**config.mk**
```make
export PLATFORM = sky130hd
export DESIGN_NAME = core_sequencer
export DESIGN_NICKNAME = d
export VERILOG_FILES = /design/src/rtl/core_seq_pkg.sv /design/src/rtl/core_sequencer_psum_writeback.sv /design/src/rtl/core_sequencer.sv
export SDC_FILE = /design/constraint.sdc
export NUM_CORES = 1
export LEC_CHECK = 0
export CAP_MARGIN = 10
export CORE_MARGIN = 2
export CORE_UTILIZATION = 49
export CTS_BUF_LIST = sky130_fd_sc_hd__clkbuf_4
export DETAILED_ROUTE_END_ITERATION = 10
export PLACE_DENSITY = 0.82
export SYNTH_ARGS = -nofsm -noshare
export SYNTH_HDL_FRONTEND = slang
export SYNTH_SLANG_ARGS = --single-unit
```
**constraint.sdc**
```tcl
create_clock -name clk -period 2.1 [get_ports clk]
set_input_delay 0.63 -clock clk [delete_from_list [all_inputs] [get_ports clk]]
set_output_delay 0.63 -clock clk [all_outputs]
set_load 0.05 [all_outputs]
```
**src/rtl/core_seq_pkg.sv**
```systemverilog
// Shared types and constants for the attention-tile core sequencer:
// FSM state encoding, instruction-word bit positions and opcodes.
package core_seq_pkg;

    typedef enum logic [2:0] {
        S_IDLE,
        S_QLOAD,
        S_KLOAD,
        S_KFEED,
        S_EXEC,
        S_DRAIN,
        S_DONE,
        S_READBACK
    } state_e;

    localparam int INST_W     = 19;
    localparam int QK_W       = 4;

    localparam int I_P_WR     = 0;
    localparam int I_P_RD     = 1;
    localparam int I_K_WR     = 2;
    localparam int I_K_RD     = 3;
    localparam int I_Q_WR     = 4;
    localparam int I_Q_RD     = 5;
    localparam int I_MAC_LSB  = 6;
    localparam int I_PM_LSB   = 8;
    localparam int I_QK_LSB   = 12;
    localparam int I_OFIFO_RD = 16;
    localparam int I_SFP_LSB  = 17;

    localparam logic [1:0] MAC_IDLE  = 2'b00;
    localparam logic [1:0] MAC_KLOAD = 2'b01;
    localparam logic [1:0] MAC_EXEC  = 2'b10;
    localparam logic [1:0] SFP_NOP   = 2'b00;
    localparam logic [1:0] SFP_ACC   = 2'b01;

endpackage

```
**src/rtl/core_sequencer_psum_writeback.sv**
```systemverilog
// Delays each ofifo read issue by SFP_LAT cycles so the psum write lands when
// sfp output is valid; counts retired writes for the sequencer's exit test.
module psum_writeback
    import core_seq_pkg::*;
#(
    parameter int ADDR_W  = 4,
    parameter int SFP_LAT = 1
) (
    input  logic              clk,
    input  logic              rst_n,
    input  logic              clr_i,
    input  logic              issue_i,
    input  logic [ADDR_W-1:0] addr_i,
    output logic              p_wr_o,
    output logic [ADDR_W-1:0] addr_o,
    output logic [1:0]        sfp_inst_o,
    output logic [4:0]        retired_o
);

    logic [SFP_LAT-1:0]             vld_q;
    logic [SFP_LAT-1:0][ADDR_W-1:0] addr_q;
    logic [SFP_LAT:0]               vld_pipe;
    logic [SFP_LAT:0][ADDR_W-1:0]   addr_pipe;
    logic [4:0]                     retired_q;

    // Stage 0 is the live issue; the registered tail shifts it toward p_wr.
    assign vld_pipe  = {vld_q, issue_i};
    assign addr_pipe = {addr_q, addr_i};

    always_ff @(posedge clk or negedge rst_n) begin
        if (!rst_n) begin
            vld_q     <= '0;
            addr_q    <= '0;
            retired_q <= '0;
        end else if (clr_i) begin
            vld_q     <= '0;
            addr_q    <= '0;
            retired_q <= '0;
        end else begin
            vld_q  <= vld_pipe[SFP_LAT-1:0];
            addr_q <= addr_pipe[SFP_LAT-1:0];
            if (vld_q[SFP_LAT-1]) retired_q <= retired_q + 5'd1;
        end
    end

    assign p_wr_o     = vld_q[SFP_LAT-1];
    assign addr_o     = vld_q[SFP_LAT-1] ? addr_q[SFP_LAT-1] : '0;
    assign sfp_inst_o = vld_q[SFP_LAT-1] ? SFP_ACC : SFP_NOP;
    assign retired_o  = retired_q;

endmodule

```
**src/rtl/core_sequencer.sv**
```systemverilog
// Tile sequencer driving core.inst: Q/K load, kernel feed, execute, psum drain.
// Define CORE_SEQ_READBACK_EN to add a psum readback phase and rb_valid output.
module core_sequencer
    import core_seq_pkg::*;
#(
    parameter int COL     = 8,
    parameter int ADDR_W  = 4,
    parameter int SFP_LAT = 1
) (
    input  logic              clk,
    input  logic              reset,
    input  logic              start,
    input  logic [4:0]        n_q,
    input  logic [3:0]        n_k,
    input  logic              in_valid,
    output logic              in_ready,
    input  logic              fifo_valid,
    output logic [INST_W-1:0] inst,
    output logic              busy,
    output logic              done,
    output logic              err
`ifdef CORE_SEQ_READBACK_EN
    ,
    output logic              rb_valid
`endif
);

    state_e      state_q, state_d;
    logic [4:0]  cnt_q, cnt_d;
    logic [4:0]  nq_q, nq_d;
    logic [3:0]  nk_q, nk_d;
    logic [4:0]  nk_ext;
    logic        legal;
    logic        issue;
    logic        wb_pwr;
    logic [ADDR_W-1:0] wb_addr;
    logic [1:0]  wb_sfp;
    logic [4:0]  wb_retired;

    assign nk_ext = {1'b0, nk_q};
    assign legal  = (n_q != 5'd0) && (n_q <= 5'd16) && (n_k != 4'd0) && (32'(n_k) <= COL);
    assign issue  = (state_q == S_DRAIN) && fifo_valid && (cnt_q < nq_q);

    psum_writeback #(.ADDR_W(ADDR_W), .SFP_LAT(SFP_LAT)) u_wb (
        .clk        (clk),
        .rst_n      (reset),
        .clr_i      (state_q != S_DRAIN),
        .issue_i    (issue),
        .addr_i     (cnt_q[ADDR_W-1:0]),
        .p_wr_o     (wb_pwr),
        .addr_o     (wb_addr),
        .sfp_inst_o (wb_sfp),
        .retired_o  (wb_retired)
    );

    always_ff @(posedge clk or negedge reset) begin
        if (!reset) begin
            state_q <= S_IDLE;
            cnt_q   <= '0;
            nq_q    <= '0;
            nk_q    <= '0;
        end else begin
            state_q <= state_d;
            cnt_q   <= cnt_d;
            nq_q    <= nq_d;
            nk_q    <= nk_d;
        end
    end

    always_comb begin
        state_d = state_q;
        cnt_d   = cnt_q;
        nq_d    = nq_q;
        nk_d    = nk_q;
        case (state_q)
            S_IDLE: if (start && legal) begin
                state_d = S_QLOAD;
                nq_d    = n_q;
                nk_d    = n_k;
                cnt_d   = '0;
            end
            S_QLOAD: if (in_valid) begin
                if (cnt_q == nq_q - 5'd1) begin
                    state_d = S_KLOAD;
                    cnt_d   = '0;
                end else cnt_d = cnt_q + 5'd1;
            end
            S_KLOAD: if (in_valid) begin
                if (cnt_q == nk_ext - 5'd1) begin
                    state_d = S_KFEED;
                    cnt_d   = '0;
                end else cnt_d = cnt_q + 5'd1;
            end
            // Trailing cycle (cnt == n) covers the 1-cycle SRAM read latency.
            S_KFEED: begin
                if (cnt_q == nk_ext) begin
                    state_d = S_EXEC;
                    cnt_d   = '0;
                end else cnt_d = cnt_q + 5'd1;
            end
            S_EXEC: begin
                if (cnt_q == nq_q) begin
                    state_d = S_DRAIN;
                    cnt_d   = '0;
                end else cnt_d = cnt_q + 5'd1;
            end
            S_DRAIN: begin
                if (issue) cnt_d = cnt_q + 5'd1;
                if (wb_pwr && (wb_retired == nq_q - 5'd1)) begin
`ifdef CORE_SEQ_READBACK_EN
                    state_d = S_READBACK;
`else
                    state_d = S_DONE;
`endif
                    cnt_d   = '0;
                end
            end
`ifdef CORE_SEQ_READBACK_EN
            S_READBACK: begin
                if (cnt_q == nq_q) begin
                    state_d = S_IDLE;
                    cnt_d   = '0;
                end else cnt_d = cnt_q + 5'd1;
            end
`endif
            default: begin
                state_d = S_IDLE;
                cnt_d   = '0;
            end
        endcase
    end

    always_comb begin
        inst     = '0;
        in_ready = 1'b0;
        done     = 1'b0;
        err      = 1'b0;
        case (state_q)
            S_IDLE: err = start && !legal;
            S_QLOAD: begin
                in_ready = 1'b1;
                if (in_valid) begin
                    inst[I_Q_WR]            = 1'b1;
                    inst[I_QK_LSB +: QK_W]  = cnt_q[QK_W-1:0];
                end
            end
            S_KLOAD: begin
                in_ready = 1'b1;
                if (in_valid) begin
                    inst[I_K_WR]            = 1'b1;
                    inst[I_QK_LSB +: QK_W]  = cnt_q[QK_W-1:0];
                end
            end
            S_KFEED: begin
                inst[I_MAC_LSB +: 2] = MAC_KLOAD;
                if (cnt_q < nk_ext) begin
                    inst[I_K_RD]            = 1'b1;
                    inst[I_QK_LSB +: QK_W]  = cnt_q[QK_W-1:0];
                end
            end
            S_EXEC: begin
                inst[I_MAC_LSB +: 2] = MAC_EXEC;
                if (cnt_q < nq_q) begin
                    inst[I_Q_RD]            = 1'b1;
                    inst[I_QK_LSB +: QK_W]  = cnt_q[QK_W-1:0];
                end
            end
            S_DRAIN: begin
                inst[I_OFIFO_RD]          = issue;
                inst[I_P_WR]              = wb_pwr;
                inst[I_PM_LSB +: ADDR_W]  = wb_addr;
                inst[I_SFP_LSB +: 2]      = wb_sfp;
            end
            S_DONE: done = 1'b1;
`ifdef CORE_SEQ_READBACK_EN
            S_READBACK: begin
                if (cnt_q < nq_q) begin
                    inst[I_P_RD]             = 1'b1;
                    inst[I_PM_LSB +: ADDR_W] = cnt_q[ADDR_W-1:0];
                end else done = 1'b1;
            end
`endif
            default: ;
        endcase
    end

    assign busy = (state_q != S_IDLE);

`ifdef CORE_SEQ_READBACK_EN
    logic rb_valid_q;
    always_ff @(posedge clk or negedge reset) begin
        if (!reset) rb_valid_q <= 1'b0;
        else        rb_valid_q <= inst[I_P_RD];
    end
    assign rb_valid = rb_valid_q;
`endif

endmodule

```
==> summary.txt, run 1 <==
Root buffer cell = clkbuf_4
Post-synth EDFFs = 0
Synth Area in Adders = 0.0834
CTS H-tree lvls = 1
Register area share after synthesis = 0.346
Simple logic cell fraction of the synthesized area = 0.209
Clock sinks = 27
Die height = 67.1 um
Hold buffers post-CTS = 0
Final HPWL DP = 4.09 mm
Setup slack at placement = -0.539 ns
Proportion of synthesized area in mux cells = 0.0680
Synth Warn # = 0
Site Rows = 22
Post-Syn Area = 0.00195 mm^2
Status = aborted with a tool error
Die Span X = 67.1 um
Kind of the worst endpoint = output port
Gpl congestion = 0.886
Starting Density = 0.521
Synth Area in Compound Gates = 0.122
Tool error = [ERROR DPL-0033] detailed placement checks failed during check placement.
Total CTS buffers = 3
Syn Area/Cell = 9.61 um^2
Pin count of the biggest net entering global routing = 28
Largest family of logic cells by synthesized area = simple AND/OR/NAND/NOR gates
CTS max path bufs = 2
Initial antenna violation count = 0
Ys async rst share = 1.00
Failed at = 5_1_grt
Seq cells post-synth = 27
XOR/XNOR Fraction of Synth Area = 0.110
Predominant post-synthesis flop cell = dfrtp_1
I/O pin count = 37
Port Buffers = 34
Mapped Cells = 203
Worst EP post-GRT repair = inst[14]
Unique masters post-synth = 50
[per-stage QoR]
stage	std cells	hold slack, ns	instance area, um^2
after CTS	349	0.521	3390
after detailed placement	329	0.549	3030
after global placement	329	0.551	3030
after floorplan	204	0.334	2090
[cells by family after synthesis]
group,Yosys count
compound gates,31
flops,27
xor+xnor,23
buf+inv,24
simple gates,72
mux,12
fa+ha+maj,13
other cells,1
[synthesized netlist by cell type, types with 2 or more instances]
master,number,area (um^2)
a21oi_1,6,30.0
a22o_1,2,17.5
and2_1,6,37.5
and3_1,7,43.8
buf_2,2,10.0
buf_4,4,30.0
dfrtp_1,27,676
ha_1,13,163
inv_1,16,60.1
mux2_2,10,113
mux2i_1,2,20.0
nand2_1,6,22.5
nand2b_1,5,31.3
nand3_1,5,25.0
nand4_1,5,31.3
nor2_1,18,67.6
nor2b_1,2,12.5
nor3_1,6,30.0
nor3b_2,2,25.0
o211ai_1,3,22.5
o21ai_0,5,25.0
o221ai_1,3,26.3
xnor2_1,12,105
xor2_1,10,87.6
[timing repair]
| action | in CTS |
|---|---|
| buffers inserted | 18 |
| setup endpoints to repair | 34 |
| resized for setup | 74 |
| pin swaps | 28 |
==> run 2, diff against run 1 <==
- CORE_UTILIZATION: 49 -> 40
- CTS_BUF_LIST: sky130_fd_sc_hd__clkbuf_4 -> not set
- PLACE_DENSITY: 0.82 -> not set
- PLACE_DENSITY_LB_ADDON: not set -> 0.15
- clock period: 2.1 -> 2.7 ns (I/O delays scaled with it)
==> run 2 against run 1 <==
Net effect: the flow now finishes, with violations (setup timing); area after synthesis did not move; synthesized cell count stayed put.
==> summary.txt, run 2 <==
Status = finished, violations left (was aborted with a tool error)
Violated checks = setup timing
Setup TNS Final = -0.615 ns
Ys async rst share = 1.00 (unchanged)
Gpl congestion = 0.871 (was 0.886)
Worst-path clk slew = 0.10 ns
Initial antenna violation count = 0
Post-synth EDFFs = 0 (unchanged)
Unique masters post-synth = 50 (unchanged)
CTS tree = done
Root buffer cell = clkbuf_8 (was clkbuf_4)
Highest-count cells in the layout ignoring fill and taps = buf_4, dfrtp_1, buf_12
Tot Pwr = 3.63 mW
Pin count of the biggest net entering global routing = 28
CP Launch Point = cnt_q[1]
Clock sinks = 27 (unchanged)
Reg2reg start = nq_q[0]
CP Launch Type = flip-flop
Final Worst Setup Slack = -0.135 ns
WL/cell = 13.7 um
Largest family of logic cells by synthesized area = simple AND/OR/NAND/NOR gates (unchanged)
Synth Area in Compound Gates = 0.122 (unchanged)
First-pass GRT wire length = 8.07 mm
DRC viols = 0
Final min period = 2.84 ns
Count of final hold-check violations = 0
Area delta synth->final = 56.3%
Slew @ Worst Pin = 0.554 ns
Die height = 73.8 um (was 67.1 um)
Flop2flop setup slack = 0.30 ns
Most common cell in the netlist = dfrtp_1 (unchanged)
Cell taking the most area after synthesis = dfrtp_1 (unchanged)
Max_cap viols = 0
Post-Syn Area = 0.00195 mm^2 (unchanged)
Die Span X = 73.8 um (was 67.1 um)
Worst Skew = 0.00721 ns
CTS H-tree lvls = 1 (unchanged)
Core Util, Final = 0.646
Worst reg2reg endpoint = state_q[0]
Hold buffers post-CTS = 0 (unchanged)
Final HPWL DP = 3.57 mm (was 4.09 mm)
XOR/XNOR Fraction of Synth Area = 0.110 (unchanged)
Synth top area share = 0.346 (unchanged)
Synth Warn # = 0 (unchanged)
Synth top area cells = dfrtp_1, ha_1, mux2_2 (unchanged)
Antenna cells = 0
Pre-antenna DRT Iters = 4
Hold-critical path depth = 1
Unrepaired setup endpoints after global routing = yes
Starting DRT DRC Count = 149
Worst IR drop on VDD = 0.588 mV
GR Overflow Total = 0
Static Leakage = 1.35 nW
Antenna-violating nets left = 0
Simple logic cell fraction of the synthesized area = 0.209 (unchanged)
Top cells by count, synth = dfrtp_1, nor2_1, inv_1 (unchanged)
Vias = 1712
I/O pin count = 37 (unchanged)
CP required = 1.89 ns
Sequential Area = 679 um^2
Seq cells post-synth = 27 (unchanged)
Port Buffers = 34 (unchanged)
Register area share after synthesis = 0.346 (unchanged)
Crit Path Class = flip-flop to primary output
Skew-Pair Late Insertion Delay = 0.28 ns
Area of the multi-input gates = 0.00139 mm^2
Final setup violation count = 5
Share of post-route cells with drive strength above 1 = 0.421
Nets = 299
CP Data Arrival Time = 2.03 ns
Commonest non-fill, non-tap cell in the layout = buf_4
Starting Density = 0.413 (was 0.521)
Syn Area/Cell = 9.61 um^2 (unchanged)
CTS max path bufs = 2 (unchanged)
Proportion of synthesized area in mux cells = 0.0680 (unchanged)
Design Area, Final = 0.00305 mm^2
Worst-path maximum fanout = 5
Reg2Reg Depth = 8
HP Class = flip-flop to flip-flop
CP endpoint = inst[14]
Max_slew headroom = 0.629
Die area = 0.00545 mm^2
# fillers = 384
Site Rows = 25 (was 22)
Final worst-path cycle share = 1.05
WL final = 4.64 mm
Slew Limit Fails = 0
Vias in the first global route = 1679
Mapped Cells = 203 (unchanged)
Vias per cell = 5.07
Crit. End Element = primary output
Synth Area in Adders = 0.0834 (unchanged)
Fmax = 0.353 GHz
Tot GR Track Use = 0.193
Core ar. = 0.00472 mm^2
Predominant post-synthesis flop cell = dfrtp_1 (unchanged)
Placed instance area = 0.00276 mm^2 (was 0.00303 mm^2)
Total CTS buffers = 3 (unchanged)
PwrDens = 1190 mW/mm^2
==> run 2: what timing repair did <==
action,4_1_cts,5_1_grt
gates cloned,0,0
gates resized for setup,32,13
pin swaps,19,11
setup endpoints to repair,7,8
setup buffers,7,2
hold endpoints to repair,0,0
==> run 2: how the worst min path moves through the flow <==
stage	startpoint	end
floorplan	nk_q[1]	nk_q[1]
global placement	nk_q[1]	nk_q[1]
detailed placement	nk_q[1]	nk_q[1]
CTS	nk_q[1]	nk_q[1]
global route	nk_q[1]	nk_q[1]
finish	nk_q[1]	nk_q[1]
==> run 2: per-stage QoR <==
step	hold WS (ns)	cells	setup slack (ns)
global route	0.614	338	-0.224
CTS	0.574	337	-0.178
finish	0.581	338	-0.135
floorplan	0.504	204	-0.154
detailed placement	0.529	326	-0.233
global placement	0.528	326	-0.254
==> run 2: routing by layer <==
metal	global-route usage	vias to the layer above	part of all wire
li1	-	847	-
met2	0.300	43	0.47
met4	0.0727	0	0.019
met3	0.0165	7	0.033
met1	0.279	815	0.47
met5	0	-	0
==> run 2: layout make-up <==
class                   instances  area share
flip-flops and latches         27       0.223
well taps                      67      0.0275
inverters                      16      0.0197
clock buffers                   4      0.0148
repair buffers                 71       0.261
multi-input cells             153       0.454
==> run 2: cell families (layout without fill, tap and decap cells) <==
| kind of cell | count (synthesis) | in the layout |
|---|---|---|
| multiplexers | 12 | 12 |
| adder cells (fa/ha/maj) | 13 | 13 |
| AND/OR/NAND/NOR | 72 | 72 |
| flip-flops | 27 | 27 |
| XOR/XNOR | 23 | 23 |
| AO/OA/AOI/OAI | 31 | 31 |
| other | 1 | 2 |
| buffers and inverters | 24 | 91 |
==> run 2: critical path: stages, from the launching register on <==
cell and delay (ns):
dfrtp_2 0.50, ha_4 0.27, nor2b_4 0.12, o21ai_2 0.12
and3_4 0.21, o22ai_4 0.07, o2bb2ai_4 0.15, and2_4 0.17
buf_12 0.13
==> run 2: report_power, final <==
group	switching [mW]	leakage [nW]	internal, mW
clock	0.133	0.0228	0.106
sequential	0.150	0.349	0.532
combinational	1.37	0.978	1.34
total	1.65	1.35	1.98
(Power assumes the default switching activity.)
==> variant 1, RTL diff (settings of run 2) <==
Re-encode `state_e` (8 states) as Gray code, 3 bits wide.
--- a/src/rtl/core_seq_pkg.sv
+++ b/src/rtl/core_seq_pkg.sv
@@ -4,12 +4,12 @@
 
     typedef enum logic [2:0] {
-        S_IDLE,
-        S_QLOAD,
-        S_KLOAD,
-        S_KFEED,
-        S_EXEC,
-        S_DRAIN,
-        S_DONE,
-        S_READBACK
+        S_IDLE     = 3'b000,
+        S_QLOAD    = 3'b001,
+        S_KLOAD    = 3'b011,
+        S_KFEED    = 3'b010,
+        S_EXEC     = 3'b110,
+        S_DRAIN    = 3'b111,
+        S_DONE     = 3'b101,
+        S_READBACK = 3'b100
     } state_e;
 
Check against the original RTL: no difference found for any inputs over 10 cycles, from zero or initial values and one cycle with reset low; not proved beyond that.
==> variant 1 against run 2 <==
  * The run still ends with negative setup slack left
  * Non-clock buffer count rose by 16
  * Design area grew 5.8%
  * Register-to-register slack worse by 0.21 ns
  * Wire length up 10%
  * Sequential cell count unchanged
  * Worst setup slack worse by 0.20 ns
  * Area after synthesis is 2.2% higher
  * Total power fell by 6.9%
  * Sequential share of layout area is 1.2 points lower
  * Largest power group unchanged
==> variant 1: results (changes against run 2) <==
\begin{tabular}{lr}
\hline
Metric & Value \\
\hline
\multicolumn{2}{l}{\textbf{Final layout}} \\
Net count reported at finish & 321 (was 299) \\
Filler instances & 381 (was 384) \\
\multicolumn{2}{l}{\textbf{Global route}} \\
Vias in the first global route & 1787 (was 1679) \\
First-pass GRT wire length & 8.49 mm (was 8.07 mm) \\
Combined global-route utilization of all metal layers & 19.7\% (was 19.3\%) \\
\multicolumn{2}{l}{\textbf{Status}} \\
Violations in the final reports & negative setup slack (unchanged) \\
Outcome & complete, but fails checks (unchanged) \\
\multicolumn{2}{l}{\textbf{Logic synthesis}} \\
Leading post-synthesis cells by cell area & sky130\_fd\_sc\_hd\_\_dfrtp\_1, sky130\_fd\_sc\_hd\_\_ha\_1, sky130\_fd\_sc\_hd\_\_xnor2\_1, sky130\_fd\_sc\_hd\_\_mux2\_2, sky130\_fd\_sc\_hd\_\_xor2\_1 (was sky130\_fd\_sc\_hd\_\_dfrtp\_1, sky130\_fd\_sc\_hd\_\_ha\_1, sky130\_fd\_sc\_hd\_\_mux2\_2, sky130\_fd\_sc\_hd\_\_xnor2\_1, sky130\_fd\_sc\_hd\_\_xor2\_1) \\
Sequential share of the synthesized area & 33.9\% (was 34.6\%) \\
Most numerous cell types in the synthesized netlist & sky130\_fd\_sc\_hd\_\_dfrtp\_1, sky130\_fd\_sc\_hd\_\_nor2\_1, sky130\_fd\_sc\_hd\_\_ha\_1, sky130\_fd\_sc\_hd\_\_xnor2\_1, sky130\_fd\_sc\_hd\_\_inv\_1 (was sky130\_fd\_sc\_hd\_\_dfrtp\_1, sky130\_fd\_sc\_hd\_\_nor2\_1, sky130\_fd\_sc\_hd\_\_inv\_1, sky130\_fd\_sc\_hd\_\_ha\_1, sky130\_fd\_sc\_hd\_\_xnor2\_1) \\
\multicolumn{2}{l}{\textbf{Power and ir drop}} \\
Maximum vdd ir drop & 431 µV (was 588 µV) \\
\multicolumn{2}{l}{\textbf{Timing}} \\
Final worst clock skew & 0.0129 ns (was 0.00721 ns) \\
Worst Setup Slack, final & -0.337 ns (was -0.135 ns) \\
Setup violators final & 7 (was 5) \\
Final-layout setup total negative slack & -1.97 ns (was -0.615 ns) \\
\multicolumn{2}{l}{\textbf{Drt}} \\
Total Wirelength & 5.10 mm (was 4.64 mm) \\
Vias per inst & 5.05 (was 5.07) \\
\multicolumn{2}{l}{\textbf{Place}} \\
Placed wire-length estimate after detailed placement & 3.86 mm (was 3.57 mm) \\
Weighted congestion at the end of routability-driven global placement & 0.786 (was 0.871) \\
\multicolumn{2}{l}{\textbf{Worst setup path}} \\
Worst EP arrival & 2.23 ns (was 2.03 ns) \\
\hline
\end{tabular}
-- variant 1: worst paths after layout --
kind | endpoint | slack [ns] | depth (start not counted)
setup / recovery | inst[13] | -0.34 | 9
hold / removal | nk_q[1]$_DFFE_PN0P_ | 0.56 | 1
setup reg to reg | state_q[0]$_DFFE_PN0P_ | 0.09 | 9
hold reg to reg | nk_q[1]$_DFFE_PN0P_ | 0.56 | 1
max in group asynchronous | state_q[0]$_DFFE_PN0P_ | 1.51 | 2
min in group asynchronous | u_wb.retired_o[0]$_DFFE_PN0P_ | 0.90 | 2
-- variant 1: logic make-up after synthesis --
family          Yosys count  synth area share (%)
mux                      12                  6.90
fa+ha+maj                17                  10.6
flops                    27                  33.9
compound gates           27                  11.5
simple gates             72                  19.4
other cells               1                 0.188
xor+xnor                 25                  11.7
buf+inv                  25                  5.77
-- variant 1: critical path: stages (launching register included) --
cell and delay [ns]:
sky130_fd_sc_hd__dfrtp_1 0.43, sky130_fd_sc_hd__buf_6 0.15, sky130_fd_sc_hd__ha_4 0.25, sky130_fd_sc_hd__a21oi_2 0.05, sky130_fd_sc_hd__o311a_4 0.31, sky130_fd_sc_hd__a21o_1 0.18
sky130_fd_sc_hd__a32oi_4 0.24, sky130_fd_sc_hd__buf_12 0.16, sky130_fd_sc_hd__nor2b_4 0.04, sky130_fd_sc_hd__buf_6 0.14
-- variant 1: layout make-up --
| cell class | count | share of cell area, % |
|---|---|---|
| flip-flops and latches | 27 | 21.1 |
| repair buffers | 87 | 27.8 |
| inverters | 17 | 1.98 |
| multi-input cells | 155 | 45.0 |
| clock buffers | 3 | 1.28 |
| clock inverters | 1 | 0.271 |
| well taps | 67 | 2.60 |
-- variant 1: metrics by stage --
stage | cell area (µm²) | total power, mW | instances | setup WS [ns]
6_report | 3230 | 3.38 | 357 | -0.337
5_1_grt | 3230 | 3.60 | 357 | -0.413
2_1_floorplan | 2100 | 2.04 | 207 | -0.298
3_3_place_gp | 2930 | 2.82 | 344 | -0.373
3_5_place_dp | 2930 | 2.85 | 344 | -0.401
4_1_cts | 3180 | 3.30 | 355 | -0.334
-- variant 1: what timing repair did --
action,in CTS,in global routing
gates resized for setup,40,13
buffers inserted,9,2
endpoints found under the setup margin,13,23
pin swaps,13,11
-- variant 1: metal layers --
metal  vias to the layer above  global-route usage [%]  share of wire [%]
met5                         -                       0                  0
met4                         0                    5.36                1.4
met3                         7                    1.20                2.8
met2                        34                    32.3                 48
met1                       878                    28.6                 47
li1                        885                       -                  -
-- variant 1: report_power, final --
group / switching (mW) / leakage [nW] / internal (mW)
Sequential: 0.0937 / 0.351 / 0.510
Clock: 0.142 / 0.0261 / 0.109
Combinational: 1.31 / 1.08 / 1.22
Total: 1.55 / 1.46 / 1.84
==> variant 2, RTL diff (config.mk and constraints of run 2) <==
Without the edit above. The package constant `I_MAC_LSB` goes from 6 to 5.
--- a/src/rtl/core_seq_pkg.sv
+++ b/src/rtl/core_seq_pkg.sv
@@ -23,5 +23,5 @@
     localparam int I_Q_WR     = 4;
     localparam int I_Q_RD     = 5;
-    localparam int I_MAC_LSB  = 6;
+    localparam int I_MAC_LSB  = 5;
     localparam int I_PM_LSB   = 8;
     localparam int I_QK_LSB   = 12;
Formal check against the unedited RTL: not equivalent (Yosys sat finds a counterexample within 4 cycles, from zero or initial values and one cycle with reset low).
==> variant 2 against run 2 <==
  * The run still ends with negative setup slack left
  * Critical path depth is 1 higher
  * Wire length is 1.6% higher
  * Count of clock-buffer cells in the layout is 1 lower
  * Area after synthesis is 2.8% higher
  * Worst setup slack worse by 0.13 ns
  * Design area is 0.53% lower
  * Clock power is 5% higher
  * Sequential cell count stayed put
  * Critical path type unchanged
  * Global-route usage is 0.74 points lower
  * Total power is 4.1% lower
==> variant 2: results (changes against run 2) <==
\begin{tabular}{lr}
\hline
Metric & Value \\
\hline
\multicolumn{2}{l}{\textbf{Drt}} \\
Initial drt markers & 109 (was 149) \\
Vias after detailed routing & 1686 (was 1712) \\
Routed length per instance & 13.8 µm (was 13.7 µm) \\
\multicolumn{2}{l}{\textbf{Final layout}} \\
Fraction of layout instances using a drive strength above 1 & 39.8\% (was 42.1\%) \\
Net count reported at finish & 302 (was 299) \\
\multicolumn{2}{l}{\textbf{Place}} \\
Placed wire-length estimate after detailed placement & 3.69 mm (was 3.57 mm) \\
Count of input and output buffers & 33 (was 34) \\
Weighted congestion at the end of routability-driven global placement & 0.861 (was 0.871) \\
\multicolumn{2}{l}{\textbf{Global route}} \\
Combined global-route utilization of all metal layers & 18.6\% (was 19.3\%) \\
\multicolumn{2}{l}{\textbf{Logic synthesis}} \\
Number of library cell types mapped by synthesis & 52 (was 50) \\
Compound-gate portion of the synthesized area & 13.5\% (was 12.2\%) \\
Leading post-synthesis cells by cell area & sky130\_fd\_sc\_hd\_\_dfrtp\_1, sky130\_fd\_sc\_hd\_\_ha\_1, sky130\_fd\_sc\_hd\_\_mux2\_2, sky130\_fd\_sc\_hd\_\_xnor2\_1, sky130\_fd\_sc\_hd\_\_xor2\_1 (unchanged) \\
Mux share of post-synthesis cell area & 6.68\% (was 6.80\%) \\
Area share of xor/xnor cells in the synthesized design & 12.7\% (was 11.0\%) \\
Sequential share of the synthesized area & 33.7\% (was 34.6\%) \\
Most numerous cell types in the synthesized netlist & sky130\_fd\_sc\_hd\_\_dfrtp\_1, sky130\_fd\_sc\_hd\_\_inv\_1, sky130\_fd\_sc\_hd\_\_nor2\_1, sky130\_fd\_sc\_hd\_\_ha\_1, sky130\_fd\_sc\_hd\_\_xnor2\_1 (was sky130\_fd\_sc\_hd\_\_dfrtp\_1, sky130\_fd\_sc\_hd\_\_nor2\_1, sky130\_fd\_sc\_hd\_\_inv\_1, sky130\_fd\_sc\_hd\_\_ha\_1, sky130\_fd\_sc\_hd\_\_xnor2\_1) \\
\multicolumn{2}{l}{\textbf{Status}} \\
Outcome & complete, but fails checks (unchanged) \\
Violations in the final reports & negative setup slack (unchanged) \\
\multicolumn{2}{l}{\textbf{Power and ir drop}} \\
Combinational power & 2.57 mW (was 2.71 mW) \\
Leakage power & 1.39 nW (was 1.35 nW) \\
\multicolumn{2}{l}{\textbf{Timing}} \\
Setup violators final & 5 (unchanged) \\
Worst Setup Slack, final & -0.265 ns (was -0.135 ns) \\
Final worst clock skew & 0.00406 ns (was 0.00721 ns) \\
\multicolumn{2}{l}{\textbf{Worst setup path}} \\
Largest stage delay on the critical path & 0.45 ns (was 0.50 ns) \\
Critical Path Fanout Max & 4 (was 5) \\
\multicolumn{2}{l}{\textbf{Worst hold path}} \\
Min-Delay Endpoint & nk\_q[0]\$\_DFFE\_PN0P\_ (was nk\_q[1]\$\_DFFE\_PN0P\_) \\
\hline
\end{tabular}
## variant 2: through the flow
step | TNS (ns) | hold slack (ns) | power (mW) | util [%]
global route | -1.64 | 0.610 | 3.74 | 63.4
detailed placement | -1.96 | 0.552 | 3.07 | 59.7
CTS | -1.26 | 0.576 | 3.44 | 62.6
finish | -1.21 | 0.579 | 3.49 | 63.4
global placement | -1.53 | 0.552 | 3.05 | 59.7
floorplan | -0.901 | 0.498 | 2.22 | -
## variant 2: worst max-delay path by stage
| stage | end | slack (ns) |
|---|---|---|
| 2_1_floorplan | inst[12] | -0.24 |
| 3_3_place_gp | err | -0.22 |
| 3_5_place_dp | state_q[0]$_DFFE_PN0P_ | -0.26 |
| 4_1_cts | inst[13] | -0.27 |
| 5_1_grt | inst[13] | -0.35 |
| 6_report | inst[13] | -0.26 |
## variant 2: logic make-up after synthesis
group,count (synthesis)
xor gates and xnor gates,24
muxes,12
and+or+nand+nor,68
other,1
DFF,27
buffers and inverters,26
AOI/OAI and AO/OA,34
adders and majority gates,13
## variant 2: area by class of cell
| class | instances | area (µm²) |
|---|---|---|
| fill | 389 | 1750 |
| sequential | 27 | 679 |
| clock inverter | 1 | 8.76 |
| multi-input combinational | 154 | 1360 |
| timing repair buffer | 74 | 806 |
| tap | 67 | 83.8 |
| inverter | 15 | 56.3 |
| clock buffer | 3 | 41.3 |
## variant 2: what timing repair did
item | CTS | global route
pin swaps | 19 | 10
hold buffers | 0 | 0
resized for setup | 26 | 8
setup endpoints to repair | 8 | 8
setup buffers | 3 | 2
## variant 2: routing by layer
metal / vias up / track usage, % / part of all wire [%]
met3: 5 / 2.14 / 2.0
met5: - / 0 / 0
met4: 0 / 5.36 / 1.2
met2: 26 / 32.1 / 51
met1: 798 / 24.7 / 46
li1: 857 / - / -
